--- src/rtl/param_hash.sv ---
// param_hash: FNV-1a digest over a four-phase F_dr/F_rtr byte stream.
// Optional Byte_cnt output when PARAM_HASH_BYTECNT_EN is defined.
module param_hash #(
   parameter int HASH_W     = 32,
   parameter int BEAT_BYTES = 1
) (
   input  logic                             clk,
   input  logic                             rst_n,
   input  logic                             start,
   input  logic [8*BEAT_BYTES-1:0]          Byte,
   input  logic [$clog2(BEAT_BYTES+1)-1:0]  Byte_num,
   input  logic                             End_of_File,
   input  logic                             F_dr,
   output logic [0:HASH_W-1]                R_h,
   output logic                             F_rtr,
   output logic                             H_ready
`ifdef PARAM_HASH_BYTECNT_EN
   ,
   output logic [31:0]                      Byte_cnt
`endif
);

   localparam int NW = $clog2(BEAT_BYTES+1);

   localparam logic [63:0] INIT64 = (HASH_W == 64) ?
      64'hCBF29CE484222325 : 64'h0000_0000_811C9DC5;
   localparam logic [63:0] PRIME64 = (HASH_W == 64) ?
      64'h00000100000001B3 : 64'h0000_0000_01000193;

   localparam logic [HASH_W-1:0] INIT  = INIT64[HASH_W-1:0];
   localparam logic [HASH_W-1:0] PRIME = PRIME64[HASH_W-1:0];

   if (HASH_W != 32 && HASH_W != 64) begin : g_bad_hash_w
      $error("param_hash: HASH_W must be 32 or 64");
   end

   if (BEAT_BYTES != 1 && BEAT_BYTES != 2 &&
       BEAT_BYTES != 4 && BEAT_BYTES != 8) begin : g_bad_beat
      $error("param_hash: BEAT_BYTES must be 1, 2, 4 or 8");
   end

   typedef enum logic [2:0] {
      IDLE, WAIT_REQ, PROC, WAIT_REL, FINAL
   } state_t;

   state_t                  state;
   state_t                  state_nxt;
   logic [HASH_W-1:0]       h;
   logic [HASH_W-1:0]       h_mix;
   logic [8*BEAT_BYTES-1:0] beat_q;
   logic [NW-1:0]           k_q;
   logic [NW-1:0]           k_in;
   logic [NW-1:0]           lane_q;
   logic                    last_q;
   logic                    proc_done;
   logic [7:0]              lane_byte;

   // Clamp the lane count, pick the current lane and fold it into h.
   always_comb begin
      k_in = (Byte_num > NW'(BEAT_BYTES)) ? NW'(BEAT_BYTES) : Byte_num;
      lane_byte = 8'(beat_q >> {lane_q, 3'b000});
      h_mix = (h ^ {{(HASH_W-8){1'b0}}, lane_byte}) * PRIME;
      proc_done = (k_q == '0) || (lane_q == k_q - NW'(1));
   end

   // State register.
   always_ff @(posedge clk or negedge rst_n) begin
      if (!rst_n) begin
         state <= IDLE;
      end else begin
         state <= state_nxt;
      end
   end

   // Next-state logic; an empty beat still spends one cycle in PROC.
   always_comb begin
      state_nxt = state;
      case (state)
         IDLE:     if (start) state_nxt = WAIT_REQ;
         WAIT_REQ: begin
            if (F_dr) begin
               state_nxt = PROC;
            end else if (End_of_File) begin
               state_nxt = FINAL;
            end
         end
         PROC:     if (proc_done) state_nxt = last_q ? FINAL : WAIT_REL;
         WAIT_REL: if (!F_dr) state_nxt = WAIT_REQ;
         FINAL:    state_nxt = IDLE;
         default:  state_nxt = IDLE;
      endcase
   end

   // Handshake acknowledge is high only while waiting for a request.
   always_comb begin
      F_rtr = (state == WAIT_REQ);
   end

   // Datapath: running hash, latched beat, lane counter and result.
   always_ff @(posedge clk or negedge rst_n) begin
      if (!rst_n) begin
         h       <= '0;
         beat_q  <= '0;
         k_q     <= '0;
         lane_q  <= '0;
         last_q  <= 1'b0;
         R_h     <= '0;
         H_ready <= 1'b0;
      end else begin
         case (state)
            IDLE: begin
               if (start) begin
                  h       <= INIT;
                  lane_q  <= '0;
                  H_ready <= 1'b0;
               end
            end
            WAIT_REQ: begin
               if (F_dr) begin
                  beat_q <= Byte;
                  k_q    <= k_in;
                  last_q <= End_of_File;
                  lane_q <= '0;
               end
            end
            PROC: begin
               if (k_q != '0) begin
                  h      <= h_mix;
                  lane_q <= lane_q + NW'(1);
               end
            end
            FINAL: begin
               R_h     <= h;
               H_ready <= 1'b1;
            end
            default: ;
         endcase
      end
   end

`ifdef PARAM_HASH_BYTECNT_EN
   // Saturating count of hashed lanes, cleared on an accepted start.
   always_ff @(posedge clk or negedge rst_n) begin
      if (!rst_n) begin
         Byte_cnt <= '0;
      end else if (state == IDLE && start) begin
         Byte_cnt <= '0;
      end else if (state == PROC && k_q != '0 && Byte_cnt != '1) begin
         Byte_cnt <= Byte_cnt + 32'd1;
      end
   end
`endif

endmodule

--- config.mk ---
export PLATFORM = sky130hd
export DESIGN_NAME = param_hash
export DESIGN_NICKNAME = d
export VERILOG_FILES = /design/src/rtl/param_hash.sv
export SDC_FILE = /design/constraint.sdc
export NUM_CORES = 1
export LEC_CHECK = 0
export ABC_AREA = 1
export CORE_MARGIN = 5
export CORE_UTILIZATION = 40
export DETAILED_ROUTE_END_ITERATION = 7
export PLACE_DENSITY_LB_ADDON = 0.3
export SLEW_MARGIN = 20
export SYNTH_ARGS = -nofsm -noshare
export SYNTH_HDL_FRONTEND = slang
export SYNTH_SLANG_ARGS = --single-unit
--- constraint.sdc ---
create_clock -name clk -period 7.31 [get_ports clk]
set_clock_uncertainty 0.15 [all_clocks]
set_input_delay 2.193 -clock clk [delete_from_list [all_inputs] [get_ports clk]]
set_output_delay 2.193 -clock clk [all_outputs]
set_load 0.02 [all_outputs]
## Yosys cells after proc, flatten, opt, wreduce, memory -nomap -nowiden

Index checks and enable logic that the tools add are counted.

- Add/subtract/negate cells: 2
- Shift operators: 1
- Equality and inequality tests: 11
- Order comparisons: 1
- Mux-type cells: 16
- $mul: 1
- Bitwise logic cells: 2
- Reduce and logical (&&, ||, !) cells: 10

Operators by type and width:

| cell | number |
|---|---|
| two-way mux 32 bit | 2 |
| one-hot mux 32 bit (2 select lines) | 1 |
| multiplier 32 x 25 -> 32 bit (second input constant) | 1 |
| XOR 32 x 8 -> 32 bit | 1 |
| two-way mux 3 bit | 6 |
| one-hot mux 3 bit (4 select lines) | 1 |
| != test 2 bit (second input constant) | 5 |
| AND reduction 4 bit | 2 |
| right shift 8 x 4 -> 8 bit | 1 |
| == test 3 x 2 -> 1 bit (second input constant) | 2 |
| two-way mux 1 bit | 4 |
| AND reduction 2 bit | 2 |
| nonzero test 2 bit | 2 |
| == test 3 x 1 -> 1 bit (second input constant) | 1 |
| == test 3 bit (second input constant) | 1 |
| zero test 3 bit | 1 |
| != test 3 bit (second input constant) | 1 |
| one-hot mux 1 bit (3 select lines) | 1 |
| AND reduction 3 bit | 1 |
| nonzero test 3 bit | 1 |
| one-hot mux 1 bit (2 select lines) | 1 |
| adder 1 bit (second input constant) | 1 |
| == test 1 bit | 1 |
| > comparator 1 bit (second input constant) | 1 |
| 3 further kinds | 3 |

- Flip-flop bits (word level): 79
- Word-level logic and storage cells: 52
- Output and inout bits: 34
- Bits of input ports: 14

## Logic depth before layout (Yosys ltp)

Gate-level depths: netlist (run 1).

- Depth in word-level cells: 5
- Mapped depth: 28
- Mapped depth without buffers: 28

## Worst setup path before layout (run 1)

No wires, ideal clock.

- Path kind: register to register
- From: register lane_q
- To: register h[19]
- Arrival time: 5.024 ns
- Library setup time: 0.120 ns
- Path buffers: 1
- Period minus slack after synthesis: 5.293 ns
- Setup slack: 2.017 ns
- Required time: 7.040 ns
- Stages on the path, launching flop included: 25
- Cell sequence: dfrtp_1 inv_1 clkbuf_1 nand2_1 xor2_1 ha_1 ha_1 fa_1 ha_1 fa_1 ha_1 inv_1 fa_1 inv_1 ha_1 nand2_1 nand2_1 a21oi_1 nand3_1 nand2_1 inv_1 o21bai_1 nand3_1 o21ai_0 inv_1

- Longest elaborated chain between the ends: 5

Ends and longest elaborated chain:

| element | line | source |
|---|---|---|
| from (decl) | 53 | `logic [NW-1:0] lane_q;` |
| from (signal assigned) | 129 | `lane_q <= lane_q + NW'(1);` |
| right shift 8 x 4 -> 8 bit | 61 | `lane_byte = 8'(beat_q >> {lane_q, 3'b000});` |
| XOR 32 x 8 -> 32 bit | 62 | `h_mix = (h ^ {{(HASH_W-8){1'b0}}, lane_byte}) * PRIME;` |
| multiplier 32 x 25 -> 32 bit | 62 |  |
| two-way mux 32 bit | 127 | `if (k_q != '0) begin` |
| one-hot mux 32 bit (2 select lines) | 110 | `case (state)` |
| to (signal assigned) | 128 | `h <= h_mix;` |
| to (decl) | 48 | `logic [HASH_W-1:0] h;` |

No other way between the ends. The select of a mux whose other input is x is not followed.
A chain may end at the register's enable or synchronous reset.

## Worst setup path in the final report (run 1)

- From: register lane_q
- To: register h[22]

The elaborated chain is that of the path after synthesis.

==> key figures, run 1 <==
Status
  • Status: finished clean

Worst setup path
  • CP max FO: 12
  • Critical path startpoint category: flop
  • Reg2reg start: lane_q$_DFFE_PN0P_
  • Crit path kind: flop to flop
  • FF-to-FF End: h[22]$_DFFE_PN0P_
  • WP data required: 7.44 ns
  • Reg2reg setup slack: between 1 and 1.5 ns
  • Critical Path, Cell by Cell: inv_1 > nand2_1 > xor2_1 > ha_1 > ha_1 > fa_1 > ha_1 > fa_1 > ha_1 > inv_1 > fa_1 > inv_1 > ha_1 > a21oi_1 > o21ai_0 > a21oi_1 > nand2_1 > nand2_1 > nand2_1 > nand2_1 > nand2_1 > o21ai_1
  • R2R cell count: 22
  • Worst Path Arrival: just over 6 ns
  • CP max-delay cell: xor2_1
  • CP endpoint kind: flop
  • Critical Path Sink: h[22]$_DFFE_PN0P_
  • Most used cell, CP: nand2_1
  • Critical path origin: lane_q$_DFFE_PN0P_
  • Max incr delay on CP: 0.70 ns

Floorplan
  • Die width: 163 um
  • Core area: 22,800 sq um
  • Rows: 55
  • Ports: 48
  • Die ar.: 26,500 sq um
  • Initial core utilization: 0.410
  • Die Y: 163 um

Clock tree
  • Clock tree root driver cell: clkbuf_16
  • Hold buffers post-CTS: 0
  • TritonCTS Buffers: 9
  • H-tree levels: 3
  • Post-cts sizing count: 0
  • CTS clk-pin slew, worst paths: around 0.060 ns
  • CTS Sinks: 79
  • Post-CTS setup repair buffer count: 0
  • CTS tree: yes
  • Clock Path Buffers: 2
  • Worst-Skew Late Latency: 0.35 ns

STA
  • Min Tclk post-route: between 5 and 6 ns
  • # setup viols final: 0
  • RSZ-0062 raised after global routing: no
  • Fmax: 168 MHz
  • Setup TNS: 0 ns
  • Final period utilization: 0.815
  • Rel. slew slack: 0.340
  • Max-slew violation count: 0
  • Slew @ Worst Pin: roughly 0.99 ns
  • Final Hold Viols: 0

Placed design
  • Placed Area: 10,100 sq um
  • DP HPWL: 18,500 um
  • Port buffer count: 47
  • GP Congestion: approximately 0.95

Detailed routing
  • Antenna-violating nets left: 0
  • DR vias/cell: between 4 and 5
  • Vias: ~7.0k
  • DR iter-0 viols: 323
  • Pre-antenna DRT Iters: 8
  • Number of remaining DRC errors: 0
  • Drt total wl: 22,800 um
  • Routed length per instance: approximately 16 um

GRT
  • Vias in the first global route: a little over 7k
  • Initial antenna violation count: 0
  • Overflow after GRT: 0
  • Total GRT Usage: 0.181
  • Pin count of the biggest net entering global routing: 75
  • Global-route wire length before repair: 37,800 um

Layout
  • Most frequent cells in the layout: 265 x inv_1, 189 x nand2_1, 185 x ha_1
  • Antenna cell count: 0
  • Most common cell after layout, fill and taps aside: inv_1
  • Area growth syn-to-layout: 12.2%
  • Layout Nets: 1,421
  • Layout Utilization: 0.460
  • Fill cells: approximately 2.3k
  • Cell area after layout: 10,500 sq um
  • Layout cell share with drive strength beyond 1: 0.0468

Synth
  • Largest area contributor in the netlist: ha_1
  • Ys flop type: dfrtp_1
  • Post-Syn Area: between 9000 and 10,000 sq um
  • Post-synth EDFFs: 0
  • Post-synthesis sequential area ratio: 0.212
  • Syn. warnings: 0
  • Post-synth top area share: 0.248
  • Avg Cell Area, Syn: 8.48 sq um
  • Post-synth ARST share: 1.00
  • Syn_nets: 1,373
  • Cells after Synth: around 1.1k
  • #FFs+latches synth: roughly 80
  • Area contributors post-synth: ha_1 25%, dfrtp_1 21%, fa_1 16%
  • Yosys cell types: 36

Flow run
  • Max Cap Viol: 0

Min path
  • Class of the worst hold path: flop to flop
## cells in the mapped netlist, drive strengths merged (4+ instances only)
cell    count
inv       268
nand2     190
ha        185
dfrtp      79
fa         74
nor2       54
o21ai      53
a21oi      42
nand3      42
mux2       24
xor2       23
o22ai      12
nor3       10
buf         8
nand4       7
o21bai      5
a21o        4
clkbuf      4
## state kept, by name, indices dropped and copies added, names as in the netlist
name,flops
beat_q,8
k_q,1
state,3
H_ready,1
last_q,1
h,32
R_h,32
lane_q,1
## through the flow
stage,hold WS (ns),worst slack (ns),cells
2_1_floorplan,0.312,2.02,1100
3_3_place_gp,0.321,1.35,1450
3_5_place_dp,0.325,1.34,1450
4_1_cts,0.339,1.34,1466
5_1_grt,0.364,0.895,1466
6_report,0.333,1.35,1466
## layer usage
metal | share of wire | global-route usage | vias up
met1 | 0.49 | 0.252 | 3302
met4 | 0.025 | 0.0564 | 0
met3 | 0.028 | 0.0238 | 38
met5 | 0 | 0 | -
li1 | - | - | 3574
met2 | 0.46 | 0.295 | 108
## critical path, delay by kind of cell, from the launching register on
kind	cells	cell delay, ns
DFF	1	0.36
and+or+nand+nor	6	0.51
buffers and inverters	3	0.37
adders and majority gates	8	3.01
xor gates and xnor gates	1	0.70
AOI/OAI and AO/OA	4	0.78
## cells by family (layout without fill, tap and decap cells)
kind of cell | after synthesis | count (layout) | share of synthesized area
XOR/XNOR | 26 | 26 | 0.0244
flip-flops | 79 | 79 | 0.212
AND/OR/NAND/NOR | 307 | 307 | 0.137
buffers and inverters | 280 | 333 | 0.117
AO/OA/AOI/OAI | 125 | 125 | 0.0744
multiplexers | 24 | 24 | 0.0290
adder cells (fa/ha/maj) | 259 | 259 | 0.407
## final cells by class
cell class | instances | area [sq um] | area share
clock buffers | 10 | 239 | 0.0228
clock inverters | 6 | 92.6 | 0.00884
inverters | 268 | 1010 | 0.0966
multi-input cells | 741 | 6270 | 0.599
flip-flops and latches | 79 | 1980 | 0.189
well taps | 313 | 392 | 0.0374
repair buffers | 49 | 487 | 0.0465
## worst min path at each step
stage | startpoint | endpoint | slack (ns) | depth (start not counted)
floorplan | h[6]$_DFFE_PN0P_ | h[6]$_DFFE_PN0P_ | 0.31 | 2
global placement | R_h[7]$_DFFE_PN0P_ | R_h[7]$_DFFE_PN0P_ | 0.32 | 2
detailed placement | R_h[7]$_DFFE_PN0P_ | R_h[7]$_DFFE_PN0P_ | 0.33 | 2
CTS | R_h[7]$_DFFE_PN0P_ | R_h[7]$_DFFE_PN0P_ | 0.34 | 2
global route | R_h[7]$_DFFE_PN0P_ | R_h[7]$_DFFE_PN0P_ | 0.36 | 2
finish | R_h[7]$_DFFE_PN0P_ | R_h[7]$_DFFE_PN0P_ | 0.33 | 2
Power of run 1 is left out: the tool's default activity adds up to more than one toggle a clock period on the data nets, which glitch-free logic cannot reach.
==> run 2: changes to the inputs <==
- clock period: 7.31 -> 5.3 ns (I/O delays scaled with it)
==> key figures, run 2 (synthesis gave the netlist of run 1 again) <==
Clock tree
  • Clock Path Buffers: 2 (unchanged)
  • CTS Sinks: 79 (unchanged)
  • Clock tree root driver cell: clkbuf_16
  • Worst-Skew Late Latency: 0.36 ns (about the same)
  • CTS clk-pin slew, worst paths: 0.07 ns (about the same)
  • CTS tree: yes
  • H-tree levels: 3 (unchanged)
  • TritonCTS Buffers: 9 (unchanged)
  • Hold buffers post-CTS: 0 (unchanged)

STA
  • # setup viols final: 0 (unchanged)
  • Fmax: 195 MHz (+16%)
  • Max-slew violation count: 0 (unchanged)
  • Min Tclk post-route: 5.13 ns (-0.827 ns)
  • Rel. slew slack: 0.360 (+0.0200)
  • RSZ-0062 raised after global routing: yes
  • Final Hold Viols: 0 (unchanged)
  • Final period utilization: 0.969 (+0.153)
  • Slew @ Worst Pin: 0.957 ns (-0.0298 ns)

Layout
  • Layout Utilization: 0.505 (+0.0456)
  • Antenna cell count: 0 (unchanged)
  • Area growth syn-to-layout: 23.3%
  • Largest registers: R_h: 32 flops, h: 32 flops, beat_q: 8 flops
  • Most frequent cells in the layout: 259 x inv_1, 170 x nand2_1, 160 x ha_1
  • Layout Nets: 1,489 (+4.8%)
  • Layout cell share with drive strength beyond 1: 0.174 (+0.128)
  • Most common cell after layout, fill and taps aside: inv_1
  • Cell area after layout: 11,500 sq um (+9.9%)

GRT
  • Vias in the first global route: 7,849 (+8.2%)
  • Pin count of the biggest net entering global routing: 80 (+6.7%)
  • Initial antenna violation count: 1 (+1)
  • Total GRT Usage: 0.188 (+0.00651)
  • Overflow after GRT: 0 (unchanged)
  • Global-route wire length before repair: 39,600 um (+4.7%)

Detailed routing
  • DR vias/cell: 4.89 (+2.1%)
  • Antenna-violating nets left: 0 (unchanged)
  • Vias: 7,499 (+6.8%)
  • DR iter-0 viols: 406 (+26%)
  • Number of remaining DRC errors: 0 (unchanged)
  • Routed length per instance: 15.6 um (+0.29%)
  • Drt total wl: 23,900 um (+4.9%)
  • Pre-antenna DRT Iters: 8 (unchanged)

Floorplan
  • Die Y: 163 um (unchanged)
  • Ports: 48 (unchanged)
  • Rows: 55 (unchanged)
  • Die width: 163 um (unchanged)
  • Core area: 22,800 sq um (unchanged)
  • Die ar.: 26,500 sq um (unchanged)
  • Initial core utilization: 0.410 (unchanged)

Worst setup path
  • Crit path kind: flop to flop
  • Critical path startpoint category: flop
  • Reg2reg start: lane_q$_DFFE_PN0P_
  • CP max FO: 7 (-5)
  • WP data required: 5.38 ns (-2.06 ns)
  • Worst Path Arrival: 5.22 ns (-0.87 ns)
  • R2R cell count: 27 (+23%)
  • Critical path origin: lane_q$_DFFE_PN0P_
  • CP endpoint kind: flop

Flow run
  • Max Cap Viol: 0 (unchanged)

Status
  • Status: finished clean

Placed design
  • Port buffer count: 47 (unchanged)
  • Placed Area: 10,600 sq um (+4.4%)
  • GP Congestion: 0.929 (-1.9%)
  • DP HPWL: 19,300 um (+4.0%)

Min path
  • Worst hold start: R_h[17]$_DFFE_PN0P_
  • Class of the worst hold path: flop to flop
  • WHS Path Cells: 2 (unchanged)
run 2: cell count changes in the layout (fill, tap and decap cells not counted), sizes merged:
cell / previous run / this run
inv: 269 / 268
buf: 3 / 71
clkbuf: 10 / 11
clkinv: 1 / 3
bufinv: 2 / 0
run 2: worst paths after layout:
kind | slack (ns) | end
min in group asynchronous | 1.13 | R_h[4]$_DFFE_PN0P_
worst min register to register | 0.34 | R_h[17]$_DFFE_PN0P_
worst max-delay path | 0.17 | h[29]$_DFFE_PN0P_
worst min-delay path | 0.34 | R_h[17]$_DFFE_PN0P_
max in group asynchronous | 3.31 | h[21]$_DFFE_PN0P_
worst max register to register | 0.17 | h[29]$_DFFE_PN0P_
run 2: layout make-up:
type,instances,area [sq um]
fillers,2121,11300
multi-input cells,741,6840
flip-flops and latches,79,1980
inverters,268,1020
repair buffers,117,1000
well taps,313,392
clock buffers,11,243
clock inverters,5,33.8
run 2: worst max-delay path: stages, from the launching register on:
cell and delay [ns]:
dfrtp_1 0.39, inv_4 0.07, buf_4 0.14, buf_4 0.13
nand2_1 0.05, nand2_1 0.07, nand2_2 0.11, inv_4 0.07
ha_4 0.15, ha_1 0.31, fa_1 0.46, ha_1 0.24
fa_1 0.48, ha_1 0.29, inv_1 0.05, fa_1 0.52
inv_1 0.07, ha_4 0.29, nand2_2 0.08, inv_1 0.11
nand3_2 0.12, nor2_1 0.16, nor2_2 0.07, o21a_1 0.20
nand2_1 0.06, nand2_1 0.05, nand3_1 0.06, nand2_1 0.05
run 2: timing repair:
action / in CTS / in global routing
endpoints found under the setup margin: 18 / 20
buffers inserted: 5 / 3
pin swaps: 5 / 31
resized for setup: 30 / 92
run 2: metrics by stage:
step	std cells	setup slack (ns)	hold WS [ns]	setup TNS [ns]
final	1534	0.166	0.341	0
after global routing	1534	-0.0926	0.358	-0.368
after CTS	1531	0.00976	0.347	0
after detailed placement	1510	-0.247	0.330	-3.12
after global placement	1510	-0.145	0.321	-0.653
after floorplan	1100	0.00673	0.312	0
run 2: per-layer routing:
metal | GRT usage | routed length (um) | up-vias
li1 | - | - | 3709
met1 | 0.246 | 10800 | 3605
met2 | 0.317 | 11500 | 141
met3 | 0.0326 | 985 | 42
met4 | 0.0587 | 615 | 2
met5 | 0 | 7 | -
Power of run 2 is left out for the same reason.
==> run 3: changes to the inputs <==
- HOLD_SLACK_MARGIN: default -> 0.02
- SLEW_MARGIN: 20 -> 25
==> key figures, run 3 (synthesis gave the netlist of run 1 again) <==
Worst setup path
  • Most used cell, CP: nand2_1
  • Reg2reg start: lane_q$_DFFE_PN0P_
  • WP data required: 5.38 ns (about the same)
  • R2R cell count: 27 (unchanged)
  • Critical path startpoint category: flop
  • CP endpoint kind: flop
  • CP max-delay cell: fa_1
  • Max incr delay on CP: 0.52 ns (about the same)
  • CP max FO: 7 (unchanged)
  • Critical path origin: lane_q$_DFFE_PN0P_
  • Critical Path Sink: h[29]$_DFFE_PN0P_
  • Worst Path Arrival: 5.22 ns (about the same)
  • Crit path kind: flop to flop
  • Reg2reg setup slack: 0.17 ns (about the same)
  • FF-to-FF End: h[29]$_DFFE_PN0P_

GRT
  • Overflow after GRT: 0 (unchanged)
  • GR Util met2: 0.317 (unchanged)
  • Met1 Track Usage GR: 0.246 (unchanged)
  • Pin count of the biggest net entering global routing: 80 (unchanged)
  • Global-route wire length before repair: 39,600 um (unchanged)
  • Initial antenna violation count: 1 (unchanged)
  • Most Used Layer, Global Route: met2
  • GR Util met3: 0.0326 (unchanged)
  • Total GRT Usage: 0.188 (unchanged)
  • Vias in the first global route: 7,849 (unchanged)

Detailed routing
  • DR vias/cell: 4.89 (about the same)
  • Antenna-violating nets left: 0 (unchanged)
  • Routed length per instance: 15.6 um (about the same)
  • Number of remaining DRC errors: 0 (unchanged)
  • Pre-antenna DRT Iters: 6 (-2)
  • DR iter-0 viols: 406 (unchanged)
  • Drt total wl: 23,900 um (about the same)
  • Vias: 7,502 (+0.040%)

STA
  • Setup TNS: 0 ns (unchanged)
  • Fmax: 195 MHz (about the same)
  • Slew @ Worst Pin: 0.959 ns (+0.00252 ns)
  • Min Tclk post-route: 5.13 ns (+0.000699 ns)
  • Final Hold Viols: 0 (unchanged)
  • Worst setup margin: 0.166 ns (-0.000699 ns)
  • # setup viols final: 0 (unchanged)
  • Final period utilization: 0.969 (about the same)
  • Rel. slew slack: 0.358 (-0.00169)
  • Max-slew violation count: 0 (unchanged)
  • RSZ-0062 raised after global routing: yes

Floorplan
  • Core area: 22,800 sq um (unchanged)
  • Ports: 48 (unchanged)
  • Initial core utilization: 0.410 (unchanged)
  • Die ar.: 26,500 sq um (unchanged)
  • Die Y: 163 um (unchanged)
  • Rows: 55 (unchanged)
  • Die width: 163 um (unchanged)

Flow run
  • Max Cap Viol: 0 (unchanged)

Min path
  • Worst hold start: R_h[17]$_DFFE_PN0P_
  • Class of the worst hold path: flop to flop

Status
  • Status: finished clean

Placed design
  • Port buffer count: 47 (unchanged)
  • DP HPWL: 19,300 um (about the same)
  • Setup WS pre-CTS: -0.247 ns (unchanged)
  • GP Congestion: 0.929 (unchanged)

Layout
  • Most common cell after layout, fill and taps aside: inv_1
  • Layout Nets: 1,489 (unchanged)
  • Antenna cell count: 0 (unchanged)
  • Layout cell share with drive strength beyond 1: 0.174 (unchanged)
  • Layout Utilization: 0.505 (unchanged)
  • Largest registers: R_h: 32 flops, h: 32 flops, beat_q: 8 flops
  • Most frequent cells in the layout: 259 x inv_1, 170 x nand2_1, 160 x ha_1
  • Area growth syn-to-layout: 23.3% (unchanged)

Clock tree
  • H-tree levels: 3 (unchanged)
  • Clock Path Buffers: 2 (unchanged)
  • Worst-Skew Late Latency: 0.36 ns (about the same)
  • CTS Sinks: 79 (unchanged)
  • Clock tree root driver cell: clkbuf_16
  • CTS clk-pin slew, worst paths: 0.07 ns (about the same)
  • TritonCTS Buffers: 9 (unchanged)
  • CTS tree: yes
  • Hold buffers post-CTS: 0 (unchanged)
run 3: critical path: cells and delay by family (launching register included):
| family | cells | cell delay, ns |
|---|---|---|
| compound gates | 1 | 0.20 |
| fa+ha+maj | 8 | 2.75 |
| buf+inv | 7 | 0.64 |
| flops | 1 | 0.39 |
| simple gates | 11 | 0.89 |
run 3: per-stage QoR:
| stage | std cells | instance area (sq um) | hold slack (ns) |
|---|---|---|---|
| 2_1_floorplan | 1100 | 9330 | 0.312 |
| 3_3_place_gp | 1510 | 10600 | 0.321 |
| 3_5_place_dp | 1510 | 10600 | 0.330 |
| 4_1_cts | 1531 | 11100 | 0.347 |
| 5_1_grt | 1534 | 11500 | 0.358 |
| 6_report | 1534 | 11500 | 0.341 |
run 3: cell type report:
type,count,area [sq um]
tap,313,392
sequential,79,1980
multi-input combinational,741,6840
inverter,268,1020
clock inverter,5,33.8
clock buffer,11,243
timing repair buffer,117,1000
fill,2121,11300
run 3: worst min-delay path by stage:
stage | endpoint | slack (ns) | cells past startpoint
3_5_place_dp | R_h[29]$_DFFE_PN0P_ | 0.33 | 2
3_3_place_gp | R_h[31]$_DFFE_PN0P_ | 0.32 | 2
2_1_floorplan | h[6]$_DFFE_PN0P_ | 0.31 | 2
5_1_grt | R_h[24]$_DFFE_PN0P_ | 0.36 | 2
4_1_cts | R_h[7]$_DFFE_PN0P_ | 0.35 | 2
6_report | R_h[17]$_DFFE_PN0P_ | 0.34 | 2
run 3: metal layers:
metal  share of wire  routed length, um
met3           0.040                958
met4           0.026                612
met1            0.45              10800
met5         0.00029                  7
met2            0.48              11500
run 3: what timing repair did:
item / in CTS / in global routing
buffers inserted: 5 / 3
resized for setup: 30 / 92
pin swaps: 5 / 31
endpoints found under the setup margin: 18 / 20
Power of run 3 is left out for the same reason.
